File: config.mk
export PLATFORM = sky130hd
export DESIGN_NAME = mmcm_ps_ctrl
export DESIGN_NICKNAME = d
export VERILOG_FILES = /design/src/rtl/mmcm_ctrl_pkg.sv /design/src/rtl/mmcm_ps_ctrl_sync_2ff.sv /design/src/rtl/mmcm_ps_ctrl.sv
export SDC_FILE = /design/constraint.sdc
export NUM_CORES = 1
export LEC_CHECK = 0
export CORE_AREA = 2 2 117 119
export CTS_CLUSTER_DIAMETER = 200
export DETAILED_ROUTE_END_ITERATION = 12
export DIE_AREA = 0 0 119 121
export GPL_TIMING_DRIVEN = 1
export PLACE_DENSITY = 0.67
export REMOVE_ABC_BUFFERS = 1
export SYNTH_ARGS = -nofsm -noshare
export SYNTH_HDL_FRONTEND = slang
export SYNTH_SLANG_ARGS = --single-unit
export TNS_END_PERCENT = 10
File: constraint.sdc
create_clock -name clk -period 4.1 [get_ports clk]
set_clock_uncertainty 0.05 [all_clocks]
set_input_delay 0.615 -clock clk [delete_from_list [all_inputs] [get_ports clk]]
set_output_delay 0.615 -clock clk [all_outputs]
set_load 0.005 [all_outputs]
File: src/rtl/mmcm_ctrl_pkg.sv
// Shared definitions for the MMCM bring-up / fine phase-shift controller.
// Contents:
//   state_t        controller state encoding
//   DEF_*          default values for the controller parameters
package mmcm_ctrl_pkg;

    typedef enum logic [2:0] {
        RST_ASSERT,
        WAIT_LOCK,
        IDLE,
        PS_PULSE,
        PS_WAIT,
        ERROR
    } state_t;

    localparam int DEF_RST_CYCLES     = 8;
    localparam int DEF_LOCK_TIMEOUT   = 65535;
    localparam int DEF_MAX_RETRY      = 3;
    localparam int DEF_PERIOD_STEPS   = 448;
    localparam int DEF_PSDONE_TIMEOUT = 64;

endpackage

File: src/rtl/mmcm_ps_ctrl_sync_2ff.sv
// Two-flop synchronizer for slow level signals crossing into clk.
// Ports:
//   clk    destination clock
//   rst_n  asynchronous active-low reset, clears both stages to 0
//   d      asynchronous input
//   q      synchronized output, two cycles behind d
module sync_2ff #(
    parameter int W = 1
) (
    input  logic         clk,
    input  logic         rst_n,
    input  logic [W-1:0] d,
    output logic [W-1:0] q
);

    logic [W-1:0] meta_reg;
    logic [W-1:0] sync_reg;

    always_ff @(posedge clk or negedge rst_n) begin
        if (!rst_n) begin
            meta_reg <= '0;
            sync_reg <= '0;
        end else begin
            meta_reg <= d;
            sync_reg <= meta_reg;
        end
    end

    assign q = sync_reg;

endmodule

File: src/rtl/mmcm_ps_ctrl.sv
// MMCM sequencing controller: reset/lock bring-up with retry, lock tracking,
// and dynamic fine phase shift to an absolute position by the shortest path.
// Ports:
//   clk, rst_n              free-running clock (also psclk), async active-low reset
//   restart                 pulse: rerun bring-up, clear sticky flags and position
//   mmcm_reset/mmcm_locked  MMCM reset output and asynchronous lock input
//   psen/psincdec/psdone    MMCM dynamic phase-shift handshake
//   req_valid/req_target/req_ready  absolute phase request
//   ps_done                 pulse when a request has completed
//   clk_ready, phase_pos    lock status and current phase position
//   err_lock/err_psdone/err_range/lock_lost  sticky status flags
module mmcm_ps_ctrl
    import mmcm_ctrl_pkg::*;
#(
    parameter int RST_CYCLES     = DEF_RST_CYCLES,
    parameter int LOCK_TIMEOUT   = DEF_LOCK_TIMEOUT,
    parameter int MAX_RETRY      = DEF_MAX_RETRY,
    parameter int PERIOD_STEPS   = DEF_PERIOD_STEPS,
    parameter int PSDONE_TIMEOUT = DEF_PSDONE_TIMEOUT,
    parameter int POS_W          = $clog2(PERIOD_STEPS)
) (
    input  logic             clk,
    input  logic             rst_n,
    input  logic             restart,
    output logic             mmcm_reset,
    input  logic             mmcm_locked,
    output logic             psen,
    output logic             psincdec,
    input  logic             psdone,
    input  logic             req_valid,
    input  logic [POS_W-1:0] req_target,
    output logic             req_ready,
    output logic             ps_done,
    output logic             clk_ready,
    output logic [POS_W-1:0] phase_pos,
    output logic             err_lock,
    output logic             err_psdone,
    output logic             err_range,
    output logic             lock_lost
);

    // One extra bit so target + PERIOD_STEPS cannot overflow.
    localparam logic [POS_W:0]   PERIOD_X = (POS_W+1)'(PERIOD_STEPS);
    localparam logic [POS_W:0]   HALF_X   = PERIOD_X >> 1;
    localparam logic [POS_W-1:0] LAST_POS = POS_W'(PERIOD_STEPS - 1);

    logic lock_s;

    sync_2ff #(.W(1)) u_lock_sync (
        .clk   (clk),
        .rst_n (rst_n),
        .d     (mmcm_locked),
        .q     (lock_s)
    );

    state_t           state_reg, state_next;
    logic [31:0]      timer_reg, timer_next;
    logic [31:0]      retry_reg, retry_next;
    logic [POS_W-1:0] count_reg, count_next;
    logic [POS_W-1:0] pos_reg, pos_next;
    logic             dir_reg, dir_next;
    logic             done_reg, done_next;
    logic             err_lock_reg, err_lock_next;
    logic             err_psdone_reg, err_psdone_next;
    logic             err_range_reg, err_range_next;
    logic             lost_reg, lost_next;
    logic [POS_W:0]   diff;

    always_ff @(posedge clk or negedge rst_n) begin
        if (!rst_n) begin
            state_reg      <= RST_ASSERT;
            timer_reg      <= '0;
            retry_reg      <= '0;
            count_reg      <= '0;
            pos_reg        <= '0;
            dir_reg        <= 1'b0;
            done_reg       <= 1'b0;
            err_lock_reg   <= 1'b0;
            err_psdone_reg <= 1'b0;
            err_range_reg  <= 1'b0;
            lost_reg       <= 1'b0;
        end else begin
            state_reg      <= state_next;
            timer_reg      <= timer_next;
            retry_reg      <= retry_next;
            count_reg      <= count_next;
            pos_reg        <= pos_next;
            dir_reg        <= dir_next;
            done_reg       <= done_next;
            err_lock_reg   <= err_lock_next;
            err_psdone_reg <= err_psdone_next;
            err_range_reg  <= err_range_next;
            lost_reg       <= lost_next;
        end
    end

    // Forward modular distance from the current position to the target.
    always_comb begin
        if ({1'b0, req_target} >= {1'b0, pos_reg})
            diff = {1'b0, req_target} - {1'b0, pos_reg};
        else
            diff = {1'b0, req_target} + PERIOD_X - {1'b0, pos_reg};
    end

    always_comb begin
        state_next      = state_reg;
        timer_next      = timer_reg;
        retry_next      = retry_reg;
        count_next      = count_reg;
        pos_next        = pos_reg;
        dir_next        = dir_reg;
        done_next       = 1'b0;
        err_lock_next   = err_lock_reg;
        err_psdone_next = err_psdone_reg;
        err_range_next  = err_range_reg;
        lost_next       = lost_reg;

        if (restart) begin
            state_next      = RST_ASSERT;
            timer_next      = '0;
            retry_next      = '0;
            pos_next        = '0;
            err_lock_next   = 1'b0;
            err_psdone_next = 1'b0;
            err_range_next  = 1'b0;
            lost_next       = 1'b0;
        end else if (!lock_s && (state_reg == IDLE || state_reg == PS_PULSE ||
                                 state_reg == PS_WAIT)) begin
            // Lock loss outranks any psdone or request seen this cycle.
            state_next = RST_ASSERT;
            timer_next = '0;
            pos_next   = '0;
            lost_next  = 1'b1;
        end else begin
            unique case (state_reg)
                RST_ASSERT: begin
                    if (timer_reg == 32'(RST_CYCLES - 1)) begin
                        state_next = WAIT_LOCK;
                        timer_next = '0;
                    end else begin
                        timer_next = timer_reg + 32'd1;
                    end
                end
                WAIT_LOCK: begin
                    if (lock_s) begin
                        state_next = IDLE;
                        retry_next = '0;
                    end else if (timer_reg == 32'(LOCK_TIMEOUT - 1)) begin
                        timer_next = '0;
                        if (retry_reg < 32'(MAX_RETRY)) begin
                            retry_next = retry_reg + 32'd1;
                            state_next = RST_ASSERT;
                        end else begin
                            state_next    = ERROR;
                            err_lock_next = 1'b1;
                        end
                    end else begin
                        timer_next = timer_reg + 32'd1;
                    end
                end
                IDLE: begin
                    if (req_valid) begin
                        if ({1'b0, req_target} >= PERIOD_X) begin
                            err_range_next = 1'b1;
                        end else if (diff == '0) begin
                            done_next = 1'b1;
                        end else if (diff <= HALF_X) begin
                            // Half-period tie goes up.
                            dir_next   = 1'b1;
                            count_next = diff[POS_W-1:0];
                            state_next = PS_PULSE;
                        end else begin
                            dir_next   = 1'b0;
                            count_next = POS_W'(PERIOD_X - diff);
                            state_next = PS_PULSE;
                        end
                    end
                end
                PS_PULSE: begin
                    // The psen cycle counts as the first cycle of the psdone wait.
                    state_next = PS_WAIT;
                    timer_next = 32'd1;
                end
                PS_WAIT: begin
                    if (psdone) begin
                        if (dir_reg)
                            pos_next = (pos_reg == LAST_POS) ? '0 : pos_reg + 1'b1;
                        else
                            pos_next = (pos_reg == '0) ? LAST_POS : pos_reg - 1'b1;
                        count_next = count_reg - 1'b1;
                        if (count_reg == POS_W'(1)) begin
                            done_next  = 1'b1;
                            state_next = IDLE;
                        end else begin
                            state_next = PS_PULSE;
                        end
                    end else if (timer_reg == 32'(PSDONE_TIMEOUT - 1)) begin
                        state_next      = ERROR;
                        err_psdone_next = 1'b1;
                    end else begin
                        timer_next = timer_reg + 32'd1;
                    end
                end
                ERROR: begin
                    state_next = ERROR;
                end
                default: state_next = RST_ASSERT;
            endcase
        end
    end

    assign mmcm_reset = (state_reg == RST_ASSERT);
    assign psen       = (state_reg == PS_PULSE);
    assign psincdec   = dir_reg;
    assign req_ready  = (state_reg == IDLE);
    assign clk_ready  = (state_reg == IDLE) || (state_reg == PS_PULSE) ||
                        (state_reg == PS_WAIT);
    assign ps_done    = done_reg;
    assign phase_pos  = pos_reg;
    assign err_lock   = err_lock_reg;
    assign err_psdone = err_psdone_reg;
    assign err_range  = err_range_reg;
    assign lock_lost  = lost_reg;

endmodule
==> results.yml, run 1 <==
yosys:
  synth_edf_count: 0
  netlist_instances: 747
  avgSynthCellArea_sq_um: 8.56
  yosysTopAreaCell: "dfrtp_1"
  synth_cell_type_count: 76
  yosysSeqAreaShare: 0.364
  synth_common_cells: "dfrtp_1 (93), nor2_1 (84), nand2_1 (59)"
  yosys-top-cells-area: "dfrtp_1 (36%), ha_1 (5.5%), nor2_1 (4.9%)"
  synth_top_cell_area_share: 0.364
  synthArstFlopShare: 1.00
  syn-cell-area_sq_um: 6390
  ys_ff_latch: 93
  yosysMostFrequentCell: "dfrtp_1"
  synth_ff_type: "dfrtp_1"
  synth_warnings: 0
clock_tree:
  cts_buffers: 9
  cts_tree: "done"
  clk_latency_ns: 0.35
  cts.clk_slew.worst_paths_ns: 0.07
  ctsHtreeMaxLevel: 3
  clockRootBuffer: "clkbuf_16"
  clock_sinks: 93
  post-cts-setup-buffer-count: 0
  clock_path_buffers: 2
layout:
  layout.nets: 878
  antennaDiodeCount: 0
  drive_gt1_frac: 0.132
  area_growth_pct: 19.6
placement:
  place_ws_ns: -0.471
  place_congestion: 1.02
  io_buffers: 33
  hpwlAfterDp_um: 12100
power_and_ir_drop:
  combPwrFrac: 0.213
  p_leak_nw: 3.31
  swShare: 0.303
  internal-power_mw: 1.57
  cellPowerDensity_nw_per_um2: 294
  p_seq_frac: 0.438
  ir_worst_vdd_mv: 0.198
  p_sw_uw: 682
  power_frac_clock: 0.349
flow_run:
  maxCapViolations: 0
grt:
  grt_pass1_wl_um: 27200
  top_usage_layer: "met2"
  grt_max_degree: 78
  track_usage: 0.233
  overflow: 0
  met1_usage: 0.328
  use_met2: 0.373
  first_global_vias: 5630
  globalRouteMet3Util: 0.0395
  antenna_found_initial: 0
setup_path:
  endpoint_kind: "register"
  path_class: "in2reg"
  start_kind: "input port"
  worstPathArrival_ns: 4.10
  required_ns: 4.29
  worstPathMaxFanout: 5
floorplan:
  dieWidth_um: 119
  num_rows: 42
  die-area_sq_um: 14400
  coreArea_sq_um: 13100
  die_y_um: 121
  io_pins: 34
  initial_core_util: 0.489
drt:
  dr.pass1.iters: 5
  vias: 5898
  vias_per_cell: 5.85
  ant_nets: 0
  drc: 0
  routed_wl_um: 16300
  drt_iter0_drc: 478
  routedWlPerCell_um: 16.1
timing:
  slew_headroom: 0.332
  fmax_mhz: 256
  finalSetupViolations: 0
  setup_slack_ns: 0.192
  timing.final.hold_violations: 0
  fin_setup_tns_ns: 0
  slew_violations: 0
  period_share: 0.953
  rsz0062_at_grt: "no"
  min_period_ns: 3.91
  worstMarginPinSlew_ns: 1.00
min_path:
  min_path_type: "reg2reg"
run_status:
  status: "complete, no violations"
[power groups by stage]
stage                     logic, mW  registers [mW]  clock network [mW]
final                         0.480           0.986               0.785
after global routing          0.532           0.990               0.840
after CTS                     0.465           0.983               0.808
after detailed placement      0.461            1.00                   0
after global placement        0.447           0.999                   0
after floorplan               0.281           0.990                   0
[cell families after synthesis]
family | Yosys count | share of synthesized area
AOI/OAI and AO/OA | 180 | 0.182
xor gates and xnor gates | 37 | 0.0507
adders and majority gates | 35 | 0.0767
buffers and inverters | 61 | 0.0368
DFF | 93 | 0.364
muxes | 10 | 0.0161
and+or+nand+nor | 331 | 0.274
[final timing paths]
check / from / to / slack [ns] / cells after the start
max: req_target[1] / count_reg[1] / 0.19 / 15
min: u_lock_sync.meta_reg / u_lock_sync.q / 0.33 / 0
max in group asynchronous: rst_n / timer_reg[31] / 2.80 / 2
min reg2reg: u_lock_sync.meta_reg / u_lock_sync.q / 0.33 / 0
max reg2reg: phase_pos[2] / count_reg[1] / 0.40 / 15
min in group asynchronous: rst_n / count_reg[3] / 0.38 / 1
[cells in the final DEF (no fill, tap or decap), types with 4 or more instances in the layout]
cell / Yosys / final
fa_1: 7 / 6
nor4_1: 17 / 16
o211ai_1: 4 / 4
a21o_1: 10 / 10
nor3_1: 24 / 24
nand4_1: 10 / 10
o21a_1: 4 / 4
nor2b_1: 6 / 6
mux2i_1: 8 / 8
a21oi_1: 55 / 54
and3_1: 14 / 14
and2_1: 25 / 24
and4_1: 4 / 4
clkdlybuf4s50_1: 0 / 32
nor2_1: 84 / 84
o21ai_0: 46 / 46
or3_1: 14 / 14
ha_1: 28 / 28
nand3_1: 34 / 34
dfrtp_1: 93 / 93
buf_4: 0 / 62
o41ai_1: 4 / 4
nor4_2: 4 / 5
o31ai_1: 4 / 4
xnor2_1: 23 / 23
or2_2: 4 / 4
nand2_1: 59 / 58
xor2_1: 14 / 14
clkbuf_16: 0 / 9
nand2b_1: 10 / 10
inv_1: 36 / 36
a31oi_1: 8 / 8
[through the flow]
step | instance area, sq um | hold WS (ns) | util | total power [mW] | cells
after floorplan | 6300 | 0.269 | - | 1.27 | 723
after global placement | 7310 | 0.324 | 0.558 | 1.45 | 993
after detailed placement | 7310 | 0.329 | 0.558 | 1.46 | 993
after CTS | 7590 | 0.344 | 0.580 | 2.26 | 1008
after global routing | 7640 | 0.349 | 0.584 | 2.36 | 1008
final | 7640 | 0.333 | 0.584 | 2.25 | 1008
[layout make-up]
cell class,count,area (sq um)
multi-input combinational,593,3890
clock inverter,6,50.0
inverter,37,139
tap,176,220
sequential,93,2330
timing repair buffer,94,786
fill,1134,5440
clock buffer,9,225
[worst max-delay path, stage by stage]
cell	delay, ns
clkdlybuf4s50_1	0.44
ha_1	0.33
ha_1	0.25
fa_2	0.36
a21o_1	0.23
a221oi_4	0.29
nor3_1	0.10
a2111oi_2	0.35
buf_4	0.18
o211ai_1	0.10
a21oi_1	0.18
buf_4	0.17
mux2i_1	0.23
nand2_1	0.08
a22o_1	0.19
[repair_timing]
action,CTS,global route
resized for setup,2,11
cloned,0,0
hold buffers,0,0
pin swaps,0,1
endpoints found under the hold margin,0,0
setup endpoints to repair,7,12
[per-layer routing]
layer  vias up  part of all wire
li1       2864                 -
met4         0             0.014
met5         -                 0
met3        20             0.049
met1      2824              0.48
met2       190              0.46
No activity file was read; power rests on OpenSTA's default activity.
==> run 2, diff against run 1 <==
--- a/config.mk
+++ b/config.mk
@@ -11,6 +11,7 @@
 export DIE_AREA = 0 0 119 121
 export GPL_TIMING_DRIVEN = 1
 export PLACE_DENSITY = 0.67
+export RECOVER_POWER = 50
 export REMOVE_ABC_BUFFERS = 1
 export SYNTH_ARGS = -nofsm -noshare
 export SYNTH_HDL_FRONTEND = slang
==> results.yml, run 2 (synthesis gave the netlist of run 1 again) <==
run_status:
  status: "finished, violations left"
  violations: "capacitance limit, slew limit"
min_path:
  hold_depth: 0
  hp-start: "u_lock_sync.meta_reg"
  min_path_type: "reg2reg"
  hold_end: "u_lock_sync.q"
clock_tree:
  ctsHtreeMaxLevel: 3
  clock_sinks: 93
  cts.clk_slew.worst_paths_ns: 0.07
  clock_path_buffers: 2
  cts_tree: "done"
  clockRootBuffer: "clkbuf_16"
  cts_buffers: 9
  cts_hold_buf: 0
  clk_latency_ns: 0.35
timing:
  fmax_mhz: 255
  hold_ws_ns: 0.334
  finalSetupViolations: 0
  worstMarginPinSlew_ns: 1.95
  fin_setup_tns_ns: 0
  rsz0062_at_grt: "no"
  slew_violations: 78
  setup_slack_ns: 0.182
  period_share: 0.956
  timing.final.hold_violations: 0
  slew_headroom: -0.303
  min_period_ns: 3.92
floorplan:
  die-area_sq_um: 14400
  io_pins: 34
  coreArea_sq_um: 13100
  dieWidth_um: 119
  initial_core_util: 0.489
  num_rows: 42
  die_y_um: 121
setup_path:
  r2r-start: "phase_pos[2]"
  worstPathMaxFanout: 5
  path_class: "in2reg"
  cpMaxStageDelayCell: "clkdlybuf4s50_1"
  path_cells: "clkdlybuf4s50_1 -> ha_1 -> ha_1 -> fa_2 -> a21o_1 -> a221oi_4 -> nor3_1 -> a2111oi_2 -> buf_4 -> o211ai_1 -> a21oi_1 -> buf_4 -> mux2i_1 -> nand2_1 -> a22o_1"
  worstPathArrival_ns: 4.11
  ff2ff_path_depth: 15
  max_stage_delay_ns: 0.44
  reg2reg_slack_ns: 0.38
  required_ns: 4.29
  start_kind: "input port"
  crit_family: "compound AO/OA/AOI/OAI gates"
  endpoint_kind: "register"
  worst_r2r_endpoint: "count_reg[1]"
  path_buf_inv: 3
grt:
  overflow: 0
  grt_max_degree: 78
  grt_pass1_wl_um: 27200
  antenna_found_initial: 0
  first_global_vias: 5630
  track_usage: 0.233
power_and_ir_drop:
  finalPower_mw: 2.25
  p_leak_nw: 3.31
  ir_worst_vdd_mv: 0.198
  cellPowerDensity_nw_per_um2: 295
layout:
  layout.nets: 878
  area_growth_pct: 19.2
  antennaDiodeCount: 0
  final_cell_count_no_fill: 1008
  layout_commonest_cell: "dfrtp_1"
  fillers: 1136
  fin_area_sq_um: 7620
  final_cell_mix: "dfrtp_1 (93), nor2_1 (84), buf_4 (59)"
  final_core_util: 0.582
  drive_gt1_frac: 0.129
  multi_input_area_sq_um: 3880
  seq_area_sq_um: 2330
placement:
  hpwlAfterDp_um: 12100
  numPlacedInstances: 993
  place_congestion: 1.02
  placed_area_sq_um: 7310
  place_ws_ns: -0.471
  io_buffers: 33
drt:
  wl_met2_um: 7560
  dr.pass1.iters: 5
  vias_per_cell: 5.84
  topRoutingLayerUsed: "met4"
  routedWlPerCell_um: 16.1
  ant_nets: 0
  vias: 5887
  drc: 0
  routed_wl_um: 16300
  drt_iter0_drc: 453
  wl_met1_um: 7730
  wl_met3_um: 772
flow_run:
  maxCapViolations: 1
## run 2: cell types whose count changed in the layout (fill, tap and decap cells not counted), moves of 2 or more
| cell | previous run | this run |
|---|---|---|
| buf_4 | 62 | 59 |
| clkbuf_1 | 0 | 2 |
| clkdlybuf4s50_1 | 32 | 30 |
| dlygate4sd3_1 | 0 | 2 |
## run 2: worst max path at each step
| stage | from | end | cells after the start |
|---|---|---|---|
| floorplan | req_target[1] | count_reg[1] | 12 |
| global route | req_target[1] | count_reg[4] | 15 |
| finish | req_target[1] | count_reg[1] | 15 |
| global placement | req_target[1] | count_reg[8] | 14 |
| CTS | req_target[1] | count_reg[0] | 14 |
| detailed placement | req_target[1] | count_reg[8] | 14 |
## run 2: final cells by class
type,count,share of cell area
clock buffer,9,0.0296
inverter,37,0.0182
tap,176,0.0289
sequential,93,0.305
multi-input combinational,593,0.510
clock inverter,6,0.00657
timing repair buffer,94,0.102
## run 2: routing by layer
layer,vias up,GRT usage
li1,2860,-
met1,2835,0.328
met2,172,0.373
met3,20,0.0395
met4,0,0.0595
met5,-,0
## run 2: where the power goes
part / internal (mW) / switching, mW / total [mW]
Clock: 0.414 / 0.371 / 0.785
Combinational: 0.208 / 0.270 / 0.478
Sequential: 0.945 / 0.0409 / 0.986
## run 2: timing repair
item,in CTS,in global routing
buffers inserted,0,0
hold endpoints to repair,0,0
resized for setup,2,11
pin swaps,0,1
endpoints found under the setup margin,7,12
==> run 3, diff against run 2 <==
--- a/config.mk
+++ b/config.mk
@@ -13,6 +13,7 @@
 export PLACE_DENSITY = 0.67
 export RECOVER_POWER = 50
 export REMOVE_ABC_BUFFERS = 1
+export SLEW_MARGIN = 20
 export SYNTH_ARGS = -nofsm -noshare
 export SYNTH_HDL_FRONTEND = slang
 export SYNTH_SLANG_ARGS = --single-unit
==> constraint.sdc (replaced) <==
create_clock -name clk -period 5 [get_ports clk]
set_clock_uncertainty 0.05 [all_clocks]
set_input_delay 0.75 -clock clk [delete_from_list [all_inputs] [get_ports clk]]
set_output_delay 0.75 -clock clk [all_outputs]
set_load 0.005 [all_outputs]
==> results.yml, run 3 (synthesis gave the netlist of run 1 again) <==
run_status:
  status: "finished, violations left"
  violations: "capacitance limit, slew limit"
floorplan:
  initial_core_util: 0.489
  die_y_um: 121
  die-area_sq_um: 14400
  dieWidth_um: 119
  io_pins: 34
  coreArea_sq_um: 13100
  num_rows: 42
layout:
  antennaDiodeCount: 0
  drive_gt1_frac: 0.0664
  layout_commonest_cell: "dfrtp_1"
  final_cell_mix: "dfrtp_1 (93), nor2_1 (84), nand2_1 (59)"
  area_growth_pct: 13.6
  layout.nets: 828
flow_run:
  maxCapViolations: 1
placement:
  place_congestion: 0.890
  hpwlAfterDp_um: 11700
  io_buffers: 33
clock_tree:
  cts_hold_buf: 0
  ctsHtreeMaxLevel: 3
  cts_tree: "done"
  clockRootBuffer: "clkbuf_16"
  post-cts-setup-buffer-count: 0
  clk_latency_ns: 0.35
  clock_sinks: 93
  cts_buffers: 9
  postCtsResizedCells: 0
  cts.clk_slew.worst_paths_ns: 0.07
  clock_path_buffers: 2
timing:
  timing.final.hold_violations: 0
  rsz0062_at_grt: "no"
  fmax_mhz: 218
  slew_headroom: -0.919
  slew_violations: 55
  period_share: 0.918
  min_period_ns: 4.59
  fin_setup_tns_ns: 0
  finalSetupViolations: 0
  worstMarginPinSlew_ns: 2.88
  hold_ws_ns: 0.307
drt:
  routed_wl_um: 15800
  vias: 5616
  dr.pass1.iters: 5
  vias_per_cell: 5.86
  ant_nets: 0
  drc: 0
  routedWlPerCell_um: 16.5
  drt_iter0_drc: 422
grt:
  first_global_vias: 5378
  track_usage: 0.228
  grt_max_degree: 55
  overflow: 0
  antenna_found_initial: 0
  grt_pass1_wl_um: 26500
power_and_ir_drop:
  ir_worst_vdd_mv: 0.230
  p_leak_nw: 3.09
  cellPowerDensity_nw_per_um2: 265
setup_path:
  worstPathArrival_ns: 4.78
  start_kind: "input port"
  worstPathMaxFanout: 11
  endpoint_kind: "register"
  path_class: "in2reg"
  required_ns: 5.19
  reg2reg_slack_ns: 0.68
min_path:
  min_path_type: "reg2reg"
run 3: report_power, final:
part / leakage, nW / switching [mW] / total, mW / internal, mW
Combinational: 1.63 / 0.206 / 0.342 / 0.136
Clock: 0.166 / 0.312 / 0.773 / 0.461
Sequential: 1.29 / 0.0325 / 0.807 / 0.774
run 3: stage by stage:
stage               worst slack [ns]  power [mW]  instance area (sq um)  utilization  instances
floorplan                      0.998        1.04                   6300            -        723
finish                         0.409        1.92                   7260        0.555        959
global placement               0.174        1.15                   6930        0.530        943
CTS                            0.447        1.94                   7270        0.556        959
global route                   0.130        2.02                   7260        0.555        959
detailed placement            0.0711        1.16                   6940        0.530        943
run 3: routing by layer:
layer,vias up,global-route usage,part of all wire
met5,-,0,0
met3,15,0.0461,0.045
met1,2715,0.318,0.48
met4,0,0.0632,0.013
met2,136,0.363,0.47
li1,2750,-,-
run 3: path summary, 6_finish.rpt:
path / start / to / depth (start not counted)
min reg2reg: u_lock_sync.meta_reg / u_lock_sync.q / 0
min: u_lock_sync.meta_reg / u_lock_sync.q / 0
min in group asynchronous: rst_n / count_reg[7] / 1
max: req_target[1] / count_reg[7] / 13
max in group asynchronous: rst_n / phase_pos[5] / 2
max reg2reg: phase_pos[1] / count_reg[7] / 13
run 3: worst max-delay path, stage by stage:
cell             delay [ns]
clkdlybuf4s50_1        0.47
ha_1                   0.39
ha_1                   0.25
fa_1                   0.43
a21o_1                 0.22
a221oi_1               0.43
nor3_1                 0.09
a2111oi_0              0.63
o211a_1                0.32
nand4_1                0.15
nand2_1                0.33
a21oi_1                0.09
o22a_1                 0.22
run 3: cell type report:
| cell class | count | area (sq um) |
|---|---|---|
| Tap cell | 176 | 220 |
| Timing Repair Buffer | 44 | 400 |
| Sequential cell | 93 | 2330 |
| Inverter | 37 | 139 |
| Multi-Input combinational cell | 593 | 3840 |
| Clock buffer | 10 | 239 |
| Clock inverter | 6 | 97.6 |
| Fill cell | 1190 | 5820 |
